<file path="config.mk">
export PLATFORM = sky130hd
export DESIGN_NAME = glitch_cmd_master
export DESIGN_NICKNAME = d
export VERILOG_FILES = /design/src/rtl/glitch_cmd_master.sv
export SDC_FILE = /design/constraint.sdc
export NUM_CORES = 1
export LEC_CHECK = 0
export ABC_AREA = 1
export BUFFER_PORTS_ARGS = -buffer_cell sky130_fd_sc_hd__buf_2
export CORE_AREA = 2 2 130 132
export CTS_CLUSTER_DIAMETER = 30
export DETAILED_ROUTE_END_ITERATION = 6
export DIE_AREA = 0 0 132 134
export PLACE_DENSITY = 0.76
export SYNTH_ARGS = -nofsm -noshare
export SYNTH_HDL_FRONTEND = slang
export SYNTH_SLANG_ARGS = --single-unit
</file>
<file path="constraint.sdc">
create_clock -name clk -period 3.25 [get_ports clk]
set_input_delay 0.1625 -clock clk [delete_from_list [all_inputs] [get_ports clk]]
set_output_delay 0.1625 -clock clk [all_outputs]
set_load 0.1 [all_outputs]
</file>
<file path="src/rtl/glitch_cmd_master.sv">
// Host-side command initiator for the fault-injector byte protocol: serialises one
// request onto a UART transmitter and assembles the injector's reply into a response word.
module glitch_cmd_master #(
  parameter int unsigned TIMEOUT_CYCLES = 1000000
) (
  input  logic        clk,
  input  logic        rst_n,
  input  logic        req_valid,
  output logic        req_ready,
  input  logic [7:0]  req_cmd,
  input  logic [31:0] req_value,
  output logic        rsp_valid,
  output logic [31:0] rsp_data,
  output logic        rsp_error,
  output logic        tx_start,
  output logic [7:0]  tx_data,
  input  logic        tx_busy,
  input  logic        rx_done,
  input  logic [7:0]  rx_data
);

  localparam int unsigned TO_W = $clog2(TIMEOUT_CYCLES + 1);
  localparam logic [TO_W-1:0] TO_LAST = TO_W'(TIMEOUT_CYCLES - 1);

  typedef enum logic [2:0] {S_IDLE, S_SEND, S_WAIT_TX, S_RECV, S_DONE} state_e;
  typedef enum logic [2:0] {C_SET, C_GET, C_PING, C_ARMST, C_PLAIN, C_BAD} cls_e;

  state_e          state_q, state_d;
  cls_e            cls_q, cls_d, req_cls;
  logic [39:0]     tx_sh_q, tx_sh_d;
  logic [2:0]      tx_cnt_q, tx_cnt_d;
  logic [2:0]      rx_cnt_q, rx_cnt_d;
  logic [31:0]     rx_buf_q, rx_buf_d;
  logic [TO_W-1:0] to_cnt_q, to_cnt_d;
  logic            first_q, first_d;
  logic            rx_en_q, rx_en_d;
  logic            tmo_q, tmo_d;
  logic [7:0]      tx_data_q, tx_data_d;
  logic            rsp_valid_q, rsp_valid_d;
  logic [31:0]     rsp_data_q, rsp_data_d;
  logic            rsp_error_q, rsp_error_d;
  logic            tx_start_c;
  logic            rx_capture;

  always_comb begin
    case (req_cmd)
      8'hA0, 8'hA1, 8'hA2: req_cls = C_SET;
      8'hB0, 8'hB1, 8'hB2: req_cls = C_GET;
      8'hC0:               req_cls = C_PING;
      8'h03:               req_cls = C_ARMST;
      8'h01, 8'h02, 8'h04: req_cls = C_PLAIN;
      default:             req_cls = C_BAD;
    endcase
  end

  // Capture opens with the command byte so a fast responder can reply during WAIT_TX.
  assign rx_capture = rx_done && rx_en_q && (rx_cnt_q != 3'd0);

  always_comb begin
    state_d     = state_q;
    cls_d       = cls_q;
    tx_sh_d     = tx_sh_q;
    tx_cnt_d    = tx_cnt_q;
    rx_cnt_d    = rx_cnt_q;
    rx_buf_d    = rx_buf_q;
    to_cnt_d    = '0;
    first_d     = first_q;
    rx_en_d     = rx_en_q;
    tmo_d       = tmo_q;
    tx_data_d   = tx_data_q;
    rsp_valid_d = 1'b0;
    rsp_data_d  = rsp_data_q;
    rsp_error_d = rsp_error_q;
    tx_start_c  = 1'b0;

    if (rx_capture) begin
      case (rx_cnt_q)
        3'd4:    rx_buf_d[31:24] = rx_data;
        3'd3:    rx_buf_d[23:16] = rx_data;
        3'd2:    rx_buf_d[15:8]  = rx_data;
        default: rx_buf_d[7:0]   = rx_data;
      endcase
      rx_cnt_d = rx_cnt_q - 3'd1;
    end

    case (state_q)
      S_IDLE: begin
        if (req_valid) begin
          if (req_cls == C_BAD) begin
            rsp_valid_d = 1'b1;
            rsp_error_d = 1'b1;
            rsp_data_d  = '0;
          end else begin
            state_d  = S_SEND;
            cls_d    = req_cls;
            tx_sh_d  = {req_cmd, (req_cls == C_SET) ? req_value : 32'h0};
            tx_cnt_d = (req_cls == C_SET) ? 3'd5 : 3'd1;
            rx_cnt_d = (req_cls == C_GET) ? 3'd4 :
                       ((req_cls == C_PING) || (req_cls == C_ARMST)) ? 3'd1 : 3'd0;
            rx_buf_d = '0;
            tmo_d    = 1'b0;
            rx_en_d  = 1'b0;
          end
        end
      end
      S_SEND: begin
        if (!tx_busy) begin
          tx_start_c = 1'b1;
          tx_data_d  = tx_sh_q[39:32];
          tx_sh_d    = {tx_sh_q[31:0], 8'h00};
          tx_cnt_d   = tx_cnt_q - 3'd1;
          rx_en_d    = 1'b1;
          first_d    = 1'b1;
          state_d    = S_WAIT_TX;
        end
      end
      S_WAIT_TX: begin
        if (first_q) begin
          first_d = 1'b0;
        end else if (!tx_busy) begin
          if (tx_cnt_q != 3'd0) begin
            state_d = S_SEND;
          end else if (rx_cnt_d == 3'd0) begin
            state_d = S_DONE;
            rx_en_d = 1'b0;
          end else begin
            state_d = S_RECV;
          end
        end
      end
      S_RECV: begin
        if (rx_capture) begin
          if (rx_cnt_q == 3'd1) begin
            state_d = S_DONE;
            rx_en_d = 1'b0;
          end
        end else if (to_cnt_q == TO_LAST) begin
          state_d = S_DONE;
          rx_en_d = 1'b0;
          tmo_d   = 1'b1;
        end else begin
          to_cnt_d = to_cnt_q + 1'b1;
        end
      end
      S_DONE: begin
        rsp_valid_d = 1'b1;
        state_d     = S_IDLE;
        case (cls_q)
          C_GET: begin
            rsp_data_d  = rx_buf_q;
            rsp_error_d = tmo_q;
          end
          C_PING: begin
            rsp_data_d  = rx_buf_q;
            rsp_error_d = tmo_q || (rx_buf_q[7:0] != 8'h42);
          end
          C_ARMST: begin
            rsp_data_d  = {31'h0, rx_buf_q[0]};
            rsp_error_d = tmo_q || (rx_buf_q[7:4] != 4'hF);
          end
          default: begin
            rsp_data_d  = '0;
            rsp_error_d = 1'b0;
          end
        endcase
      end
      default: state_d = S_IDLE;
    endcase
  end

  always_ff @(posedge clk or negedge rst_n) begin
    if (!rst_n) begin
      state_q     <= S_IDLE;
      cls_q       <= C_PLAIN;
      tx_sh_q     <= '0;
      tx_cnt_q    <= '0;
      rx_cnt_q    <= '0;
      rx_buf_q    <= '0;
      to_cnt_q    <= '0;
      first_q     <= 1'b0;
      rx_en_q     <= 1'b0;
      tmo_q       <= 1'b0;
      tx_data_q   <= '0;
      rsp_valid_q <= 1'b0;
      rsp_data_q  <= '0;
      rsp_error_q <= 1'b0;
    end else begin
      state_q     <= state_d;
      cls_q       <= cls_d;
      tx_sh_q     <= tx_sh_d;
      tx_cnt_q    <= tx_cnt_d;
      rx_cnt_q    <= rx_cnt_d;
      rx_buf_q    <= rx_buf_d;
      to_cnt_q    <= to_cnt_d;
      first_q     <= first_d;
      rx_en_q     <= rx_en_d;
      tmo_q       <= tmo_d;
      tx_data_q   <= tx_data_d;
      rsp_valid_q <= rsp_valid_d;
      rsp_data_q  <= rsp_data_d;
      rsp_error_q <= rsp_error_d;
    end
  end

  // tx_start is combinational on tx_busy so the byte leaves on the first free cycle;
  // the mux lets tx_data change in that same cycle and then holds it.
  assign tx_start  = tx_start_c;
  assign tx_data   = tx_start_c ? tx_sh_q[39:32] : tx_data_q;
  assign req_ready = (state_q == S_IDLE);
  assign rsp_valid = rsp_valid_q;
  assign rsp_data  = rsp_data_q;
  assign rsp_error = rsp_error_q;

endmodule

</file>
==> qor.yml, run 1 <==
run_status:
  status: "finished, final reports clean"
floorplan:
  ioPinCount: 97
  die_w_um: 132
  core_mm2: 0.01629
  die_area_mm2: 0.01769
  die_h_um: 134
  rows: 47
  start_util_pct: 44.00
clock_network:
  cts_sinks: 149
  path_clk_slew_ns: 0.07
  clock_path_buffers: 2
  cts_root_buf: "clkbuf_16"
  cts_max_level: 4
  cts-buffers-inserted: 17
  clkLatencyLatePin_ns: 0.43
  cts_tree: "yes"
route:
  totalWireLength_um: 16290
  wl_per_cell_um: 13.32
  drc: 0
  first_pass_iters: 4
  drt_iter0_markers: 448
  vias: 6040
  drtAntennaViolNets: 0
  drt-vias-per-instance: 4.939
global_routing:
  grt_pass1_wl_um: 27740
  grt_max_degree: 70
  grt_pass1_vias: 5756
  antenna_found_initial: 0
  grt.total_usage_pct: 19.19
  overflow: 0
synthesis:
  syn-cell-area_mm2: 0.007167
  yosys_warnings: 0
  synth.area.top_cells: "dfrtp_1 (52%), nand2_1 (17%), nand3_1 (5.9%)"
  avgSynthCellArea_um2: 8.035
  synth.net_count: 953
  synth_seq_cells: 149
  netlist.area_leader.share_pct: 51.68
  synth_top_cell_by_area: "dfrtp_1"
  syn-instance-count: 892
  ys.flop_type: "dfrtp_1"
  synth_cell_type_count: 41
  synth_edf_count: 0
  seq_area_frac_synth_pct: 52.04
  synthArstFlopShare_pct: 100.0
placed_design:
  gp_congestion: 0.8419
  io_buffers: 96
  hpwl_um: 10800
worst_setup_path:
  crit_type: "flip-flop to primary output"
  path_buf_inv: 4
  r2r_end: "rx_buf_q[0]"
  startpoint_type: "flip-flop"
  arrival_ns: 2.45
  critPathMaxFanout: 35
  path_common_cell: "nand2_1"
  crit_path_max_incr_delay_ns: 0.47
  cp-end-kind: "primary output"
  worst-endpoint-required_ns: 3.09
  r2r_start: "rx_cnt_q[0]"
  worstRegToRegCells: 8
  cp_slowest_cell: "dfrtp_1"
  ff2ff_setup_slack_ns: 0.88
  crit_family: "buffers and inverters"
  path_cells: "inv_2 -> nor3_4 -> buf_4 -> inv_4 -> nor2_8 -> nand2_1 -> nand2_1 -> buf_2"
worst_hold_path:
  min_to: "rx_buf_q[31]"
  worstHoldPathType: "primary input to flip-flop"
  min_path_cells: 3
  worstHoldStart: "rx_data[7]"
pwr:
  switching_share_pct: 44.46
  pwr-share-clk_pct: 28.3
  p_switching_mw: 3.078
  pwr-share-comb_pct: 35.5
  internal_power_mw: 3.846
  p_leak_nw: 4.475
  vdd_ir_drop_max_uv: 447.1
  p_per_area_mw_per_mm2: 815.2
  seqPwrFrac_pct: 36.3
final_layout:
  area_growth_pct: 18.52
  diodes: 0
  ff_latch_area_mm2: 0.003730
  drive_gt1_share_pct: 16.95
  nNetsFinal: 1051
  layout_commonest_cell: "nand2_1"
  fill_cells: 1520
  multiInputGateArea_mm2: 0.002980
  final_cell_mix: "nand2_1 (326), dfrtp_1 (148), buf_2 (95)"
sta:
  hold_viol_final: 0
  fin_worst_skew_ns: 0.009501
  finalCritPeriodShare_pct: 80.48
  fmax_mhz: 382.3
  finalSetupViolations: 0
  worst_slew_pin_slew_ns: 1.031
  relSlewSlack_pct: 31.20
  period_needed_ns: 2.615
  slew_viol_final: 0
  fin_tns_setup_ns: 0
  rsz0062_at_grt: "false"
  holdWs_ns: 0.03267
run:
  drv_cap: 0
-- synth_stat cells, types with 2 or more instances --
library cell  number
nand2b_1           8
nand3_1           85
a21oi_1           41
nor4_1             2
nor2_2             3
o21ai_0           47
nand2_4            2
clkbuf_1           8
a21oi_2            3
xnor2_1            3
inv_1             61
dfrtp_1          148
nand2_2            4
buf_2             18
o21ai_2            8
buf_6              6
nand2_1          326
nor3_1             2
ha_1               8
o21ai_1           21
xor2_1             6
nand4_1            3
inv_2              6
nor2_1            56
-- tightest hold or removal path, cell delays in order --
cell and delay, ns:
buf_2 0.13, nand2_1 0.07, a21oi_1 0.06
-- per-stage QoR --
step | area, um2 | setup slack [ns] | power (mW) | util, % | instances
3_5_place_dp | 7799 | 0.9711 | 4.986 | 47.88 | 1182
2_1_floorplan | 7167 | 0.7633 | 4.521 | - | 892
3_3_place_gp | 7799 | 1.008 | 4.937 | 47.88 | 1182
6_report | 8494 | 0.6345 | 6.925 | 52.15 | 1223
4_1_cts | 8494 | 0.6286 | 6.960 | 52.15 | 1223
5_1_grt | 8494 | 0.4740 | 7.363 | 52.15 | 1223
-- power groups by stage --
| stage | Sequential, mW | Combinational, mW | Clock [mW] |
|---|---|---|---|
| 2_1_floorplan | 2.66 | 1.86 | 0 |
| 3_3_place_gp | 2.53 | 2.40 | 0 |
| 3_5_place_dp | 2.54 | 2.45 | 0 |
| 4_1_cts | 2.51 | 2.47 | 1.98 |
| 5_1_grt | 2.57 | 2.72 | 2.08 |
| 6_report | 2.51 | 2.46 | 1.96 |
-- sequential cells by signal (all words and copies together) (netlist names) --
register   flops
tmo_q          1
rsp_valid      1
tx_sh_q       40
tx_data_q      8
cls_q          3
state_q        3
first_q        1
tx_cnt_q       3
rx_buf_q      32
rsp_data      32
rx_en_q        1
rx_cnt_q       3
to_cnt_q      20
rsp_error      1
-- timing repair --
| item | CTS | global route |
|---|---|---|
| gates resized for setup | 0 | 0 |
| hold endpoints to repair | 74 | 0 |
| hold buffers | 9 | 0 |
| buffers inserted | 0 | 0 |
-- cell type report --
type | count | share of cell area (%)
Clock buffer | 17 | 5.008
Clock inverter | 15 | 2.121
Inverter | 69 | 3.079
Multi-Input combinational cell | 641 | 35.09
Sequential cell | 149 | 43.91
Tap cell | 220 | 3.241
Timing Repair Buffer | 112 | 7.556
-- layer usage --
layer  global-route usage [%]  wire length, um  share of wire [%]  vias to the layer above
li1                         -                -                  -                     3047
met4                    7.126              316                1.9                        0
met5                        0                0                  0                        -
met1                    26.02             7418                 46                     2818
met3                    4.686              759                4.7                       27
met2                    30.09             7792                 48                      148
-- cells by family after synthesis --
logic type                 count (synthesis)  share of synthesized area [%]
adders and majority gates                  8                          1.397
buffers and inverters                    102                          6.372
and+or+nand+nor                          498                          29.47
xor gates and xnor gates                   9                          1.100
AOI/OAI and AO/OA                        126                          9.620
DFF                                      149                          52.04
-- worst max path at each step --
| stage | start | end | slack (ns) | cells after the start |
|---|---|---|---|---|
| 5_1_grt | state_q[0] | tx_data[6] | 0.47 | 8 |
| 4_1_cts | state_q[0] | tx_data[5] | 0.63 | 8 |
| 6_report | state_q[0] | tx_data[5] | 0.63 | 8 |
| 2_1_floorplan | state_q[1] | tx_data_q[0] | 0.76 | 7 |
| 3_3_place_gp | rx_cnt_q[0] | rx_buf_q[7] | 1.01 | 8 |
| 3_5_place_dp | rx_cnt_q[0] | rx_buf_q[2] | 0.97 | 8 |
Note: power is estimated with default switching activity, not from simulation.
==> run 2: changes to the inputs <==
clock period = 2.7 ns   (was 3.25 ns; I/O delays follow)
==> qor.yml, run 2 (same netlist as run 1, synthesis figures left out) <==
global_routing:
  grt_max_degree: 61  # -13%
  antenna_found_initial: 1  # +1
  grt.total_usage_pct: 19.84  # +0.65 points
  overflow: 0  # unchanged
  grt_pass1_vias: 6030  # +4.8%
  grt_pass1_wl_um: 28610  # +3.2%
final_layout:
  area_growth_pct: 21.16
  nNetsFinal: 1058  # +0.67%
  fill_cells: 1524  # +0.26%
  final_cell_mix: "nand2_1 (326), dfrtp_1 (148), buf_2 (87)"
  drive_gt1_share_pct: 17.13  # +0.18 points
  largest_register_ffs: 40  # unchanged
  design_area_mm2: 0.008683  # +2.2%
  diodes: 0  # unchanged
  regMostFlops: "tx_sh_q"
  layout_commonest_cell: "nand2_1"
clock_network:
  cts_sinks: 149  # unchanged
  cts_max_level: 4  # unchanged
  cts_root_buf: "clkbuf_16"
  cts_resized: 0  # unchanged
  path_clk_slew_ns: 0.07  # about the same
  cts_tree: "yes"
  cts-buffers-inserted: 17  # unchanged
  ctsHoldBuffers: 12  # +3
  clkLatencyLatePin_ns: 0.43  # about the same
  clock_path_buffers: 2  # unchanged
  postCtsSetupRepairBufs: 0  # unchanged
sta:
  rsz0062_at_grt: "false"
  hold_viol_final: 0  # unchanged
  fin_worst_skew_ns: 0.01033  # +0.0008259 ns
  fin_tns_setup_ns: 0  # unchanged
  fmax_mhz: 459.8
  slew_viol_final: 0  # unchanged
  holdWs_ns: 0.01208  # -0.02059 ns
  finalCritPeriodShare_pct: 80.55
  worst_slew_pin_slew_ns: 0.6073  # -0.4236 ns
  finalSetupViolations: 0  # unchanged
  period_needed_ns: 2.175
  relSlewSlack_pct: 59.39  # +28 points
route:
  drt-vias-per-instance: 4.999  # +1.2%
  drc: 0  # unchanged
  wl_per_cell_um: 13.65  # +2.5%
  totalWireLength_um: 16780  # +3.1%
  drt_iter0_markers: 463  # +3.3%
  drtAntennaViolNets: 0  # unchanged
  first_pass_iters: 6  # +2
  vias: 6149  # +1.8%
worst_setup_path:
  crit_family: "simple AND/OR/NAND/NOR gates"
  path_common_cell: "nand2_1"
  cp_slowest_cell: "nand4_1"
  ff2ff_setup_slack_ns: 0.53  # -0.35 ns
  crit_path_max_incr_delay_ns: 0.48  # about the same
  cp-end-kind: "flip-flop"
  path_buf_inv: 2  # -2
  crit_type: "flip-flop to flip-flop"
  worst-endpoint-required_ns: 3.05  # -0.04 ns
  critPathMaxFanout: 16  # -54%
  worstRegToRegCells: 8  # unchanged
  startpoint_type: "flip-flop"
  r2r_start: "rx_cnt_q[0]"
  r2r_end: "rx_buf_q[2]"
  path_cells: "inv_1 -> ha_1 -> nand2_1 -> nand2_1 -> inv_2 -> nand4_1 -> nand2b_1 -> a21oi_1"
  arrival_ns: 2.52  # +0.07 ns
pwr:
  vdd_ir_drop_max_uv: 554.4  # +24%
  p_leak_nw: 4.545  # +1.6%
  p_per_area_mw_per_mm2: 999.7  # +23%
run_status:
  status: "finished, final reports clean"
floorplan:
  ioPinCount: 97  # unchanged
  die_h_um: 134  # unchanged
  die_area_mm2: 0.01769  # unchanged
  rows: 47  # unchanged
  die_w_um: 132  # unchanged
  core_mm2: 0.01629  # unchanged
  start_util_pct: 44.00  # unchanged
worst_hold_path:
  worstHoldPathType: "primary input to flip-flop"
  min_path_cells: 3  # unchanged
  min_to: "rx_buf_q[13]"
  worstHoldStart: "rx_data[5]"
placed_design:
  io_buffers: 96  # unchanged
  gp_congestion: 0.8822  # +4.8%
  place_area_mm2: 0.007941  # +1.8%
  hpwl_um: 11110  # +2.9%
run:
  drv_cap: 0  # unchanged
==> run 2: cell count changes in the layout (fill, tap and decap cells not counted), sizes merged <==
cell | before | now
inv | 75 | 77
bufinv | 0 | 2
clkinv | 8 | 4
buf | 103 | 106
dlygate4sd3 | 9 | 13
==> run 2: worst max-delay path by stage <==
stage / startpoint / cells past startpoint / endpoint
finish: rx_cnt_q[0] / 8 / rx_buf_q[2]
global route: rx_cnt_q[0] / 8 / rx_buf_q[2]
CTS: state_q[1] / 7 / tx_data[5]
detailed placement: req_cmd[1] / 11 / tx_sh_q[7]
global placement: req_cmd[1] / 11 / tx_sh_q[7]
floorplan: state_q[1] / 7 / tx_data_q[0]
==> run 2: power breakdown <==
part / internal [mW] / switching, mW / leakage (nW)
Clock: 1.41 / 1.04 / 0.300
Sequential: 2.71 / 0.310 / 2.01
Combinational: 0.852 / 2.35 / 2.24
Total: 4.97 / 3.71 / 4.55
==> run 2: stage by stage <==
step                std cells  setup slack (ns)  power, mW  utilization (%)
finish                   1230            0.5251      8.681            53.31
global route             1230            0.3603      9.181            53.31
CTS                      1229            0.5357      8.716            53.25
detailed placement       1185            0.5167      6.227            48.75
global placement         1185            0.5719      6.164            48.75
floorplan                 892            0.2133      5.442                -
==> run 2: cell type report <==
cell class	instances	area, um2	area share, %
Timing Repair Buffer	119	824.5	9.496
Clock buffer	17	425.4	4.899
Tap cell	220	275.3	3.170
Clock inverter	15	186.4	2.147
Inverter	69	261.5	3.012
Sequential cell	149	3730	42.95
Multi-Input combinational cell	641	2980	34.32
==> run 2: worst reg2reg max path: stages, from the launching register on <==
cell	delay (ns)
dfrtp_1	0.38
inv_1	0.12
ha_1	0.23
nand2_1	0.06
nand2_1	0.18
inv_2	0.13
nand4_1	0.48
nand2b_1	0.36
a21oi_1	0.16
==> run 2: layer usage <==
layer  share of wire (%)  vias up  GRT usage [%]
met1                  45     2852          26.36
met2                  48      196          32.44
met3                 5.1       40          4.649
li1                    -     3059              -
met4                 2.3        2          6.220
met5               0.077        -              0
